<file path="config.mk">
export PLATFORM = sky130hd
export DESIGN_NAME = lcd_arbiter
export DESIGN_NICKNAME = d
export VERILOG_FILES = /design/src/rtl/lcd_arbiter.sv
export SDC_FILE = /design/constraint.sdc
export NUM_CORES = 1
export LEC_CHECK = 0
export ABC_AREA = 0
export CAP_MARGIN = 15
export CORE_AREA = 2 2 508 510
export CTS_CLUSTER_SIZE = 25
export DETAILED_ROUTE_END_ITERATION = 6
export DIE_AREA = 0 0 510 512
export PLACE_DENSITY = 0.3
export SETUP_SLACK_MARGIN = 0.2
export SYNTH_ARGS = -nofsm -noshare
export SYNTH_HDL_FRONTEND = slang
export SYNTH_SLANG_ARGS = --single-unit
</file>
<file path="constraint.sdc">
create_clock -name clk -period 29.4 [get_ports clk]
set_input_delay 5.88 -clock clk [delete_from_list [all_inputs] [get_ports clk]]
set_output_delay 5.88 -clock clk [all_outputs]
set_load 0.05 [all_outputs]
</file>
<file path="src/rtl/lcd_arbiter.sv">
// Round-robin arbiter that gives four requesters turns on a shared two-line LCD.
// A granted message is latched, handed to the LCD driver, then held on screen for a while.
module lcd_arbiter #(
  parameter int unsigned HOLD_CYCLES    = 50_000_000,
  parameter int unsigned TIMEOUT_CYCLES = 200_000_000
) (
  input  logic         clk,
  input  logic         rst,
  input  logic [3:0]   req,
  input  logic [511:0] req_line1,
  input  logic [511:0] req_line2,
  input  logic         output_done,
  output logic [127:0] first_line,
  output logic [127:0] second_line,
  output logic         output_ready,
  output logic [3:0]   grant,
  output logic [3:0]   done,
  output logic         busy,
  output logic         timeout_err,
  output logic [1:0]   state_o
);

  localparam int HW = $clog2(HOLD_CYCLES + 1);
  localparam int TW = $clog2(TIMEOUT_CYCLES + 1);

  typedef enum logic [1:0] {IDLE = 2'd0, RUN = 2'd1, HOLD = 2'd2} state_t;

  state_t         state_q, state_d;
  logic [127:0]   line1_q, line1_d, line2_q, line2_d;
  logic           ready_q, ready_d, busy_q, busy_d, tmo_err_q, tmo_err_d;
  logic [3:0]     grant_q, grant_d, done_q, done_d;
  logic [1:0]     last_q, last_d;
  logic [HW-1:0]  hold_q, hold_d;
  logic [TW-1:0]  tmo_q, tmo_d;

  logic           win_found;
  logic [1:0]     win_idx, idx;

  // Search starts one past the most recent winner and wraps around.
  always_comb begin
    win_found = 1'b0;
    win_idx   = last_q;
    idx       = '0;
    for (int k = 1; k <= 4; k++) begin
      idx = last_q + 2'(k);
      if (!win_found && req[idx]) begin
        win_found = 1'b1;
        win_idx   = idx;
      end
    end
  end

  always_comb begin
    state_d   = state_q;
    line1_d   = line1_q;
    line2_d   = line2_q;
    ready_d   = ready_q;
    grant_d   = grant_q;
    done_d    = 4'b0000;
    tmo_err_d = tmo_err_q;
    last_d    = last_q;
    hold_d    = hold_q;
    tmo_d     = tmo_q;
    case (state_q)
      IDLE: begin
        if (win_found) begin
          line1_d = req_line1[{win_idx, 7'd0} +: 128];
          line2_d = req_line2[{win_idx, 7'd0} +: 128];
          grant_d = 4'b0001 << win_idx;
          ready_d = 1'b1;
          last_d  = win_idx;
          tmo_d   = '0;
          state_d = RUN;
        end
      end
      RUN: begin
        // Completion wins over a timeout landing on the same edge.
        if (output_done) begin
          ready_d = 1'b0;
          grant_d = 4'b0000;
          done_d  = grant_q;
          hold_d  = HW'(HOLD_CYCLES - 1);
          state_d = HOLD;
        end else if (tmo_q == TW'(TIMEOUT_CYCLES - 1)) begin
          ready_d   = 1'b0;
          grant_d   = 4'b0000;
          tmo_err_d = 1'b1;
          hold_d    = HW'(HOLD_CYCLES - 1);
          state_d   = HOLD;
        end else begin
          tmo_d = tmo_q + 1'b1;
        end
      end
      HOLD: begin
        if (hold_q == '0) state_d = IDLE;
        else              hold_d  = hold_q - 1'b1;
      end
      default: state_d = IDLE;
    endcase
    busy_d = (state_d != IDLE);
  end

  always_ff @(posedge clk or posedge rst) begin
    if (rst) begin
      state_q   <= IDLE;
      line1_q   <= '0;
      line2_q   <= '0;
      ready_q   <= 1'b0;
      grant_q   <= 4'b0000;
      done_q    <= 4'b0000;
      busy_q    <= 1'b0;
      tmo_err_q <= 1'b0;
      last_q    <= 2'd3;
      hold_q    <= '0;
      tmo_q     <= '0;
    end else begin
      state_q   <= state_d;
      line1_q   <= line1_d;
      line2_q   <= line2_d;
      ready_q   <= ready_d;
      grant_q   <= grant_d;
      done_q    <= done_d;
      busy_q    <= busy_d;
      tmo_err_q <= tmo_err_d;
      last_q    <= last_d;
      hold_q    <= hold_d;
      tmo_q     <= tmo_d;
    end
  end

  assign first_line   = line1_q;
  assign second_line  = line2_q;
  assign output_ready = ready_q;
  assign grant        = grant_q;
  assign done         = done_q;
  assign busy         = busy_q;
  assign timeout_err  = tmo_err_q;
  assign state_o      = state_q;

endmodule
</file>
==> results.py, run 1 <==
metrics = {
    "final_layout": {
        "layout_commonest_cell": "clkdlybuf4s50_1",
        "n_fill_cell": 28800,
        "drive_gt1_share_pct": 4.27,
        "layout.cells.non_filler": 6486,
        "area_delta_synth_final_pct": 98.8,
        "fin_nets": 4059,
        "final_cell_mix": "clkdlybuf4s50_1, mux2i_1, dfrtp_1, nand2_1, o221ai_1",
        "multi_input_area_mm2": 0.0101,
        "regArea_mm2": 0.00814,
    },
    "worst_setup_path": {
        "crit_family": "buffers and inverters",
        "crit_buf_inv": 4,
        "worst-setup-path-type": "in -> reg",
        "r2r_slack_ns": 25.08,
        "end_kind": "flip-flop",
        "critPathMaxFanout": 123,
        "arrival_ns": 10.20,
        "max_stage_delay_ns": 0.95,
        "ff2ff_path_depth": 7,
        "critPathLaunchType": "input port",
        "crit_path_cell_trace": "clkdlybuf4s50_1 -> o21ai_0 -> o21ai_0 -> a221oi_4 -> buf_4 -> buf_12 -> buf_4 -> mux2i_1 -> o221ai_1",
        "reg2reg_from": "last_q[1]",
        "r2r-end": "second_line[120]",
        "required_ns": 29.92,
        "crit_slowest_cell": "buf_4",
    },
    "hold_path": {
        "hold_path.class": "reg -> reg",
        "hold_path_depth": 2,
        "min_to": "first_line[117]",
        "hp-start": "first_line[117]",
    },
    "synth": {
        "synthMuxAreaShare_pct": 27.1,
        "synth-simple-area-share_pct": 10.4,
        "async_flop_share_pct": 100,
        "synthFlopType": "dfrtp_1",
        "synth_area_leaders": "dfrtp_1, mux2i_1, o221ai_1",
        "yosysWarnings": 0,
        "yosys.area.top_type_share_pct": 42.7,
        "syn_avg_cell_area_um2": 10.5,
        "synth_xor_xnor_area_share_pct": 0.971,
        "synth_adder_area_share_pct": 0.132,
        "syn_area_mm2": 0.0189,
        "ys_ff_latch": 325,
        "ys_types": 52,
        "syn_nets": 2832,
        "synth-compound-area-share_pct": 14.7,
        "synth_edf_count": 0,
        "synth_top_family_by_area": "multiplexers",
        "seq_area_frac_synth_pct": 43.0,
        "syn_inst": 1799,
        "yosysTopAreaCell": "dfrtp_1",
    },
    "drt": {
        "vias_per_cell": 3.30,
        "vias": 21400,
        "drt-initial-drc-count": 1088,
        "drt-pass1-iter-count": 5,
        "wl_per_cell_um": 29.3,
        "ant_nets": 0,
        "wl_um": 190000,
        "drc": 0,
    },
    "global_route": {
        "grt_max_degree": 124,
        "grt_first_pass_wirelength_um": 239000,
        "antenna_found_initial": 205,
        "gr-total-overflow": 0,
        "grt_util_all_layers_pct": 14.0,
        "grt_pass1_vias": 21900,
    },
    "clocking": {
        "clock_latency_ns": 0.68,
        "postCtsHoldBufs": 0,
        "cts-root-buf": "clkbuf_16",
        "clk_pin_slew_ns": 0.06,
        "htreeDepth": 2,
        "cts-resized-gates": 0,
        "clkSinkCount": 325,
        "cts_tree": "yes",
        "numCtsBuffers": 51,
        "clk_path_buf_depth": 3,
        "postCtsSetupRepairBufs": 0,
    },
    "timing": {
        "period_share_pct": 32.9,
        "drv_slew": 0,
        "tightest_slew_ns": 1.06,
        "fin_skew_ns": 0.0410,
        "setup_tns_ns": 0,
        "rsz0062_at_grt": "no",
        "slew-limit-headroom_pct": 29.2,
        "setup_viol": 0,
        "fin_crit_ns": 9.68,
        "fmax_ghz": 0.103,
        "finalHoldViolations": 0,
    },
    "power_and_ir_drop": {
        "design_power_total_w": 0.00385,
        "cellLeakagePower_nw": 14.8,
        "vdd_drop_max_mv": 0.0958,
        "p_per_area_mw_per_mm2": 102,
    },
    "job": {
        "drv_cap": 0,
    },
    "die": {
        "pin_count": 1300,
        "rows": 186,
        "die_area_mm2": 0.261,
        "start_util_pct": 7.40,
        "fp.dieW_um": 510,
        "core-area_mm2": 0.256,
        "die_h_um": 512,
    },
    "placed_design": {
        "gp_congestion": 0.805,
        "portBuffers": 1299,
        "place_inst": 6357,
        "hpwl_um": 162000,
    },
    "status": {
        "status": "completed",
    },
}
## state kept, by name, indices dropped and copies added, names as in the netlist
name          count
last_q            2
grant             4
done              4
busy              1
state_o           2
second_line     128
timeout_err       1
output_ready      1
hold_q           26
tmo_q            28
first_line      128
## cell families (layout without fill, tap and decap cells)
| group | count (synthesis) | in the layout |
|---|---|---|
| AO/OA/AOI/OAI | 340 | 340 |
| XOR/XNOR | 21 | 21 |
| adder cells (fa/ha/maj) | 2 | 2 |
| buffers and inverters | 171 | 1437 |
| flip-flops | 325 | 325 |
| multiplexers | 512 | 512 |
| other | 0 | 37 |
| AND/OR/NAND/NOR | 428 | 428 |
## per-layer routing
metal,share of wire [%],vias to the layer above,global-route usage [%]
met5,0.39,-,0
met4,1.8,114,1.89
met3,10,379,6.43
met2,52,1113,26.1
met1,36,10300,14.3
li1,-,9437,-
## how the worst max path moves through the flow
stage                start  depth (start not counted)  slack, ns          endpoint
finish              req[1]                          9      19.72  second_line[120]
global route        req[1]                          9      19.57   second_line[79]
CTS                 req[1]                          9      19.77  second_line[120]
detailed placement  req[1]                          9      19.00  second_line[120]
global placement    req[1]                          9      19.03  second_line[120]
floorplan              rst                          1      14.53              busy
## stage by stage
step	worst slack [ns]	cell area, µm²	hold slack [ns]	util, %
finish	19.72	37600	0.482	14.7
global route	19.57	37600	0.502	14.7
CTS	19.77	37500	0.488	14.7
detailed placement	19.00	35900	0.472	14.0
global placement	19.03	35900	0.468	14.0
floorplan	14.53	18900	0.482	-
## power breakdown
group / total, W / leakage, nW / switching, W / internal, W
combinational: 0.00244 / 9.99 / 0.00158 / 0.000855
clock: 0.000637 / 0.826 / 0.000269 / 0.000368
sequential: 0.000775 / 4.00 / 0.000133 / 0.000642
total: 0.00385 / 14.8 / 0.00199 / 0.00186
## synthesized netlist by cell type, types with 8 or more instances
library cell and instances:
a21oi_1 22, clkbuf_1 98, and3_1 8, or4_1 12, xor2_1 14, nor3_1 14, o21ai_0 28, o211ai_1 10
dfrtp_1 323, buf_2 53, nand3_1 21, nand2_1 287, nor2_1 21, nand4_1 13, mux2i_1 512, or3_1 18
inv_1 12, o221ai_1 256, o31ai_1 9
## worst min-delay path, cell delays in order, from the launching register on
cell,delay [ns]
dfrtp_1,0.34
nand2_1,0.05
o221ai_1,0.06
## layout make-up
| type | count | share of cell area, % |
|---|---|---|
| diodes | 37 | 0.246 |
| clock buffers | 78 | 3.98 |
| clock inverters | 14 | 0.502 |
| inverters | 12 | 0.140 |
| multi-input cells | 1303 | 26.9 |
| flip-flops and latches | 325 | 21.6 |
| well taps | 3384 | 11.3 |
| repair buffers | 1333 | 35.3 |
Note: power is estimated with default switching activity, not from simulation.
==> run 2, diff against run 1 <==
--- a/config.mk
+++ b/config.mk
@@ -7,10 +7,10 @@
 export LEC_CHECK = 0
 export ABC_AREA = 0
 export CAP_MARGIN = 15
-export CORE_AREA = 2 2 508 510
+export CORE_AREA = 2 2 513 515
 export CTS_CLUSTER_SIZE = 25
 export DETAILED_ROUTE_END_ITERATION = 6
-export DIE_AREA = 0 0 510 512
+export DIE_AREA = 0 0 515 517
 export PLACE_DENSITY = 0.3
 export SETUP_SLACK_MARGIN = 0.2
 export SYNTH_ARGS = -nofsm -noshare
==> constraint.sdc (replaced) <==
create_clock -name clk -period 10 [get_ports clk]
set_input_delay 2 -clock clk [delete_from_list [all_inputs] [get_ports clk]]
set_output_delay 2 -clock clk [all_outputs]
set_load 0.05 [all_outputs]
==> run 2 against run 1 <==
Hold slack improved by 0.0020 ns. Design area about the same. Clock power increased to 2.8 times the previous value. Sequential power increased to 2.9 times the previous value. Largest power group unchanged. Register-to-register slack got worse by 19 ns. Clock skew decreased by 0.022 ns. Combinational power increased to 3.0 times the previous value. Critical path depth decreased by 1. Routed wire length increased by 3.4%.
==> results.py, run 2 (synthesis gave the netlist of run 1 again) <==
metrics = {
    "timing": {
        "setup_tns_ns": 0,
        "period_share_pct": 50.8,
        "slew-limit-headroom_pct": 23.5,
        "drv_slew": 0,
        "layout_setup_ws_ns": 4.92,
        "tightest_slew_ns": 1.15,
        "finalHoldViolations": 0,
        "fin_skew_ns": 0.0186,
        "rsz0062_at_grt": "no",
        "fin_crit_ns": 5.08,
        "hold_ws_ns": 0.484,
        "setup_viol": 0,
        "fmax_ghz": 0.197,
    },
    "drt": {
        "vias_per_cell": 3.31,
        "wl_um": 197000,
        "ant_nets": 0,
        "drc": 0,
        "drt-pass1-iter-count": 7,
        "drt-initial-drc-count": 1333,
        "vias": 21600,
        "wl_per_cell_um": 30.2,
    },
    "job": {
        "drv_cap": 0,
    },
    "die": {
        "fp.dieW_um": 515,
        "start_util_pct": 7.25,
        "rows": 188,
        "core-area_mm2": 0.261,
        "die_h_um": 517,
        "pin_count": 1300,
        "die_area_mm2": 0.266,
    },
    "final_layout": {
        "layout_commonest_cell": "clkdlybuf4s50_1",
        "area_delta_synth_final_pct": 98.6,
        "fin_nets": 4055,
        "drive_gt1_share_pct": 4.11,
        "final_cell_mix": "clkdlybuf4s50_1, mux2i_1, dfrtp_1, nand2_1, o221ai_1",
        "layout.cells.non_filler": 6521,
    },
    "placed_design": {
        "place_inst": 6389,
        "gp_congestion": 0.798,
        "place_ws_ns": 4.13,
        "hpwl_um": 167000,
        "portBuffers": 1299,
    },
    "global_route": {
        "gr-total-overflow": 0,
        "grt_pass1_vias": 22000,
        "grt_util_all_layers_pct": 14.1,
        "grt_first_pass_wirelength_um": 245000,
        "antenna_found_initial": 214,
        "grt_max_degree": 129,
    },
    "worst_setup_path": {
        "ff2ff_path_depth": 7,
        "arrival_ns": 5.59,
        "critPathLaunchType": "input port",
        "r2r_slack_ns": 6.21,
        "endpoint": "second_line[46]",
        "end_kind": "flip-flop",
        "required_ns": 10.50,
        "critPathMaxFanout": 57,
        "crit_start": "req[3]",
        "r2r-end": "second_line[46]",
        "worst-setup-path-type": "in -> reg",
        "reg2reg_from": "last_q[1]",
    },
    "clocking": {
        "cts-resized-gates": 0,
        "clkSinkCount": 325,
        "clk_path_buf_depth": 3,
        "cts-root-buf": "clkbuf_16",
        "clock_latency_ns": 0.68,
        "numCtsBuffers": 50,
        "clk_pin_slew_ns": 0.06,
        "postCtsSetupRepairBufs": 0,
        "htreeDepth": 2,
        "cts_tree": "yes",
        "postCtsHoldBufs": 0,
    },
    "status": {
        "status": "completed",
    },
    "power_and_ir_drop": {
        "vdd_drop_max_mv": 0.168,
        "cellLeakagePower_nw": 14.8,
        "p_per_area_mw_per_mm2": 302,
    },
    "hold_path": {
        "hold_path.class": "reg -> reg",
    },
}
run 2: power breakdown:
part	switching [W]	internal (W)	leakage, nW	total, W
Clock	0.000800	0.00101	0.786	0.00181
Combinational	0.00474	0.00251	9.99	0.00725
Sequential	0.000394	0.00189	4.00	0.00228
run 2: worst min-delay path by stage:
stage	from	endpoint	slack, ns	cells past startpoint
2_1_floorplan	tmo_q[0]	tmo_q[0]	0.48	1
3_3_place_gp	first_line[66]	first_line[66]	0.47	2
3_5_place_dp	first_line[93]	first_line[93]	0.47	2
4_1_cts	first_line[93]	first_line[93]	0.49	2
5_1_grt	first_line[68]	first_line[68]	0.50	2
6_report	first_line[5]	first_line[5]	0.48	2
run 2: area by class of cell:
| type | instances | area (µm²) |
|---|---|---|
| sequential | 325 | 8140 |
| inverter | 12 | 48.8 |
| timing repair buffer | 1330 | 13300 |
| clock buffer | 80 | 1470 |
| multi-input combinational | 1303 | 10100 |
| clock inverter | 12 | 125 |
| tap | 3420 | 4280 |
| antenna | 39 | 97.6 |
| fill | 29400 | 223000 |
run 2: per-layer routing:
metal,global-route usage [%],share of wire (%),wire (µm),up-vias
met5,0,0.40,792,-
met4,2.84,2.7,5250,120
met3,6.29,9.8,19300,424
met2,26.3,52,102000,1160
met1,14.4,35,69000,10400
li1,-,-,-,9428
run 2: stage by stage:
| stage | power [W] | cell area [µm²] | util (%) |
|---|---|---|---|
| floorplan | 0.00657 | 18900 | - |
| global placement | 0.00967 | 35900 | 13.7 |
| detailed placement | 0.00972 | 35900 | 13.7 |
| CTS | 0.0116 | 37500 | 14.4 |
| global route | 0.0119 | 37500 | 14.4 |
| finish | 0.0113 | 37600 | 14.4 |
run 2: worst max-delay path: stages:
cell and delay, ns:
clkdlybuf4s50_1 0.49, nor2_1 0.30, a211oi_4 0.10, buf_4 0.28
nand2_4 0.62, buf_4 0.67, buf_4 0.69, o221ai_1 0.24
==> run 3, diff against run 2 <==
==> constraint.sdc (replaced) <==
create_clock -name clk -period 5.1 [get_ports clk]
set_input_delay 1.02 -clock clk [delete_from_list [all_inputs] [get_ports clk]]
set_output_delay 1.02 -clock clk [all_outputs]
set_load 0.05 [all_outputs]
==> run 3 against run 2 <==
Critical path depth is 7 lower. Die area stayed put. Clock-buffer cell count is 13 lower. First-iteration DRC count is 21% lower. Critical path type is now reg -> out. Largest power group unchanged. Clock skew is 0.0031 ns lower. Critical endpoint is now state_o[1]. Power is 100% higher. Register-to-register slack worse by 3.9 ns. Flip-flop and latch count stayed put. Hold slack worse by 0.015 ns. Routed wire length is 1.0% higher.
==> results.py, run 3 (synthesis gave the netlist of run 1 again) <==
metrics = {
    "status": {
        "status": "completed",
    },
    "timing": {
        "drv_slew": 0,
        "slew-limit-headroom_pct": 25.2,
        "setup_viol": 0,
        "fmax_ghz": 0.298,
        "fin_skew_ns": 0.0155,
        "tightest_slew_ns": 1.11,
        "layout_setup_ws_ns": 1.74,
        "finalHoldViolations": 0,
        "period_share_pct": 65.8,
        "fin_crit_ns": 3.36,
        "rsz0062_at_grt": "no",
    },
    "worst_setup_path": {
        "crit_family": "buffers and inverters",
        "crit_path_cell_trace": "clkdlybuf4s50_1",
        "r2r-end": "busy",
        "arrival_ns": 2.34,
        "crit_slowest_cell": "clkdlybuf4s50_1",
        "critPathMaxFanout": 8,
        "worst-setup-path-type": "reg -> out",
        "critPathLaunchType": "flip-flop",
        "max_stage_delay_ns": 1.00,
        "r2r_slack_ns": 2.28,
        "reg2reg_from": "hold_q[12]",
        "required_ns": 4.08,
        "ff2ff_path_depth": 4,
        "end_kind": "output pin",
        "crit_buf_inv": 1,
    },
    "clocking": {
        "clk_pin_slew_ns": 0.06,
        "htreeDepth": 2,
        "numCtsBuffers": 50,
        "clk_path_buf_depth": 3,
        "clkSinkCount": 325,
        "cts_tree": "yes",
        "clock_latency_ns": 0.66,
        "cts-root-buf": "clkbuf_16",
        "postCtsHoldBufs": 0,
        "postCtsSetupRepairBufs": 0,
        "cts-resized-gates": 0,
    },
    "die": {
        "rows": 188,
        "pin_count": 1300,
        "fp.dieW_um": 515,
        "die_h_um": 517,
        "core-area_mm2": 0.261,
        "die_area_mm2": 0.266,
        "start_util_pct": 7.25,
    },
    "drt": {
        "drt-pass1-iter-count": 7,
        "drc": 0,
        "wl_per_cell_um": 30.2,
        "ant_nets": 0,
        "wl_um": 199000,
        "drt-initial-drc-count": 1059,
        "vias_per_cell": 3.32,
        "vias": 21800,
    },
    "global_route": {
        "grt_max_degree": 98,
        "gr-total-overflow": 0,
        "grt_util_all_layers_pct": 14.3,
        "grt_first_pass_wirelength_um": 248000,
        "grt_pass1_vias": 22400,
        "antenna_found_initial": 216,
    },
    "hold_path": {
        "hp-start": "timeout_err",
        "hold_path.class": "reg -> reg",
        "hold_path_depth": 2,
        "min_to": "timeout_err",
    },
    "power_and_ir_drop": {
        "p_per_area_mw_per_mm2": 597,
        "vdd_drop_max_mv": 0.257,
        "cellLeakagePower_nw": 15.1,
        "power_frac_clock_pct": 16.7,
        "power.internal_w": 0.0111,
        "pwr-share-seq_pct": 19.7,
        "power_frac_comb_pct": 63.7,
        "design_power_total_w": 0.0229,
        "switching_share_pct": 51.3,
        "netSwitchingPower_w": 0.0117,
    },
    "final_layout": {
        "design_area_mm2": 0.0383,
        "final_cell_mix": "clkdlybuf4s50_1, mux2i_1, dfrtp_1, nand2_1, o221ai_1",
        "n_fill_cell": 29400,
        "multi_input_area_mm2": 0.0101,
        "area_delta_synth_final_pct": 102,
        "fin_nets": 4099,
        "layout_commonest_cell": "clkdlybuf4s50_1",
        "drive_gt1_share_pct": 5.95,
        "regArea_mm2": 0.00814,
    },
    "placed_design": {
        "portBuffers": 1299,
        "place_area_mm2": 0.0365,
        "hpwl_um": 171000,
        "place_ws_ns": 1.05,
        "gp_congestion": 0.800,
    },
    "job": {
        "drv_cap": 0,
    },
}
==> run 3: cell types whose count changed in the layout (fill, tap and decap cells not counted), sizes merged <==
cell and change:
buf +44, clkbuf -13, diode +9, bufinv +5
clkinv +5, clkinvlp +4, inv +1
==> run 3: cell type report <==
| class | instances | area share, % |
|---|---|---|
| Inverter | 12 | 0.127 |
| Sequential cell | 325 | 21.2 |
| Multi-Input combinational cell | 1303 | 26.5 |
| Clock buffer | 67 | 3.72 |
| Tap cell | 3420 | 11.2 |
| Clock inverter | 27 | 0.829 |
| Antenna cell | 48 | 0.314 |
| Timing Repair Buffer | 1374 | 36.2 |
==> run 3: worst max path at each step <==
stage	from	end	slack (ns)	cells past startpoint
2_1_floorplan	rst	busy	-0.26	1
3_3_place_gp	req[1]	second_line[115]	0.97	8
3_5_place_dp	req[1]	second_line[115]	1.05	8
4_1_cts	state_o[1]	state_o[1]	1.59	1
5_1_grt	state_o[0]	state_o[0]	1.61	1
6_report	state_o[1]	state_o[1]	1.74	1
==> run 3: worst register-to-register path, cell delays in order (launching register included) <==
cell	delay [ns]
dfrtp_1	0.44
or4_4	0.57
nor4_2	0.92
a21oi_1	0.30
or3_1	0.44
==> run 3: metal layers <==
layer	wire length (µm)	vias to the layer above	track usage, %
li1	-	9533	-
met1	70000	10600	14.6
met2	103000	1204	26.6
met3	19800	404	6.39
met4	4630	110	2.63
met5	740	-	0
==> run 3: power groups by stage <==
stage               Combinational, W  Clock [W]  Sequential, W
floorplan                    0.00510          0        0.00779
global placement              0.0148          0        0.00455
detailed placement            0.0149          0        0.00456
CTS                           0.0149    0.00402        0.00452
global route                  0.0153    0.00407        0.00463
finish                        0.0146    0.00381        0.00450
==> run 3: metrics by stage <==
step | hold WS (ns) | std cells | util [%] | setup TNS (ns)
3_3_place_gp | 0.469 | 6433 | 14.0 | 0
3_5_place_dp | 0.468 | 6434 | 14.0 | 0
2_1_floorplan | 0.482 | 1799 | - | -82.40
6_report | 0.469 | 6576 | 14.7 | 0
5_1_grt | 0.502 | 6540 | 14.6 | 0
4_1_cts | 0.483 | 6528 | 14.6 | 0
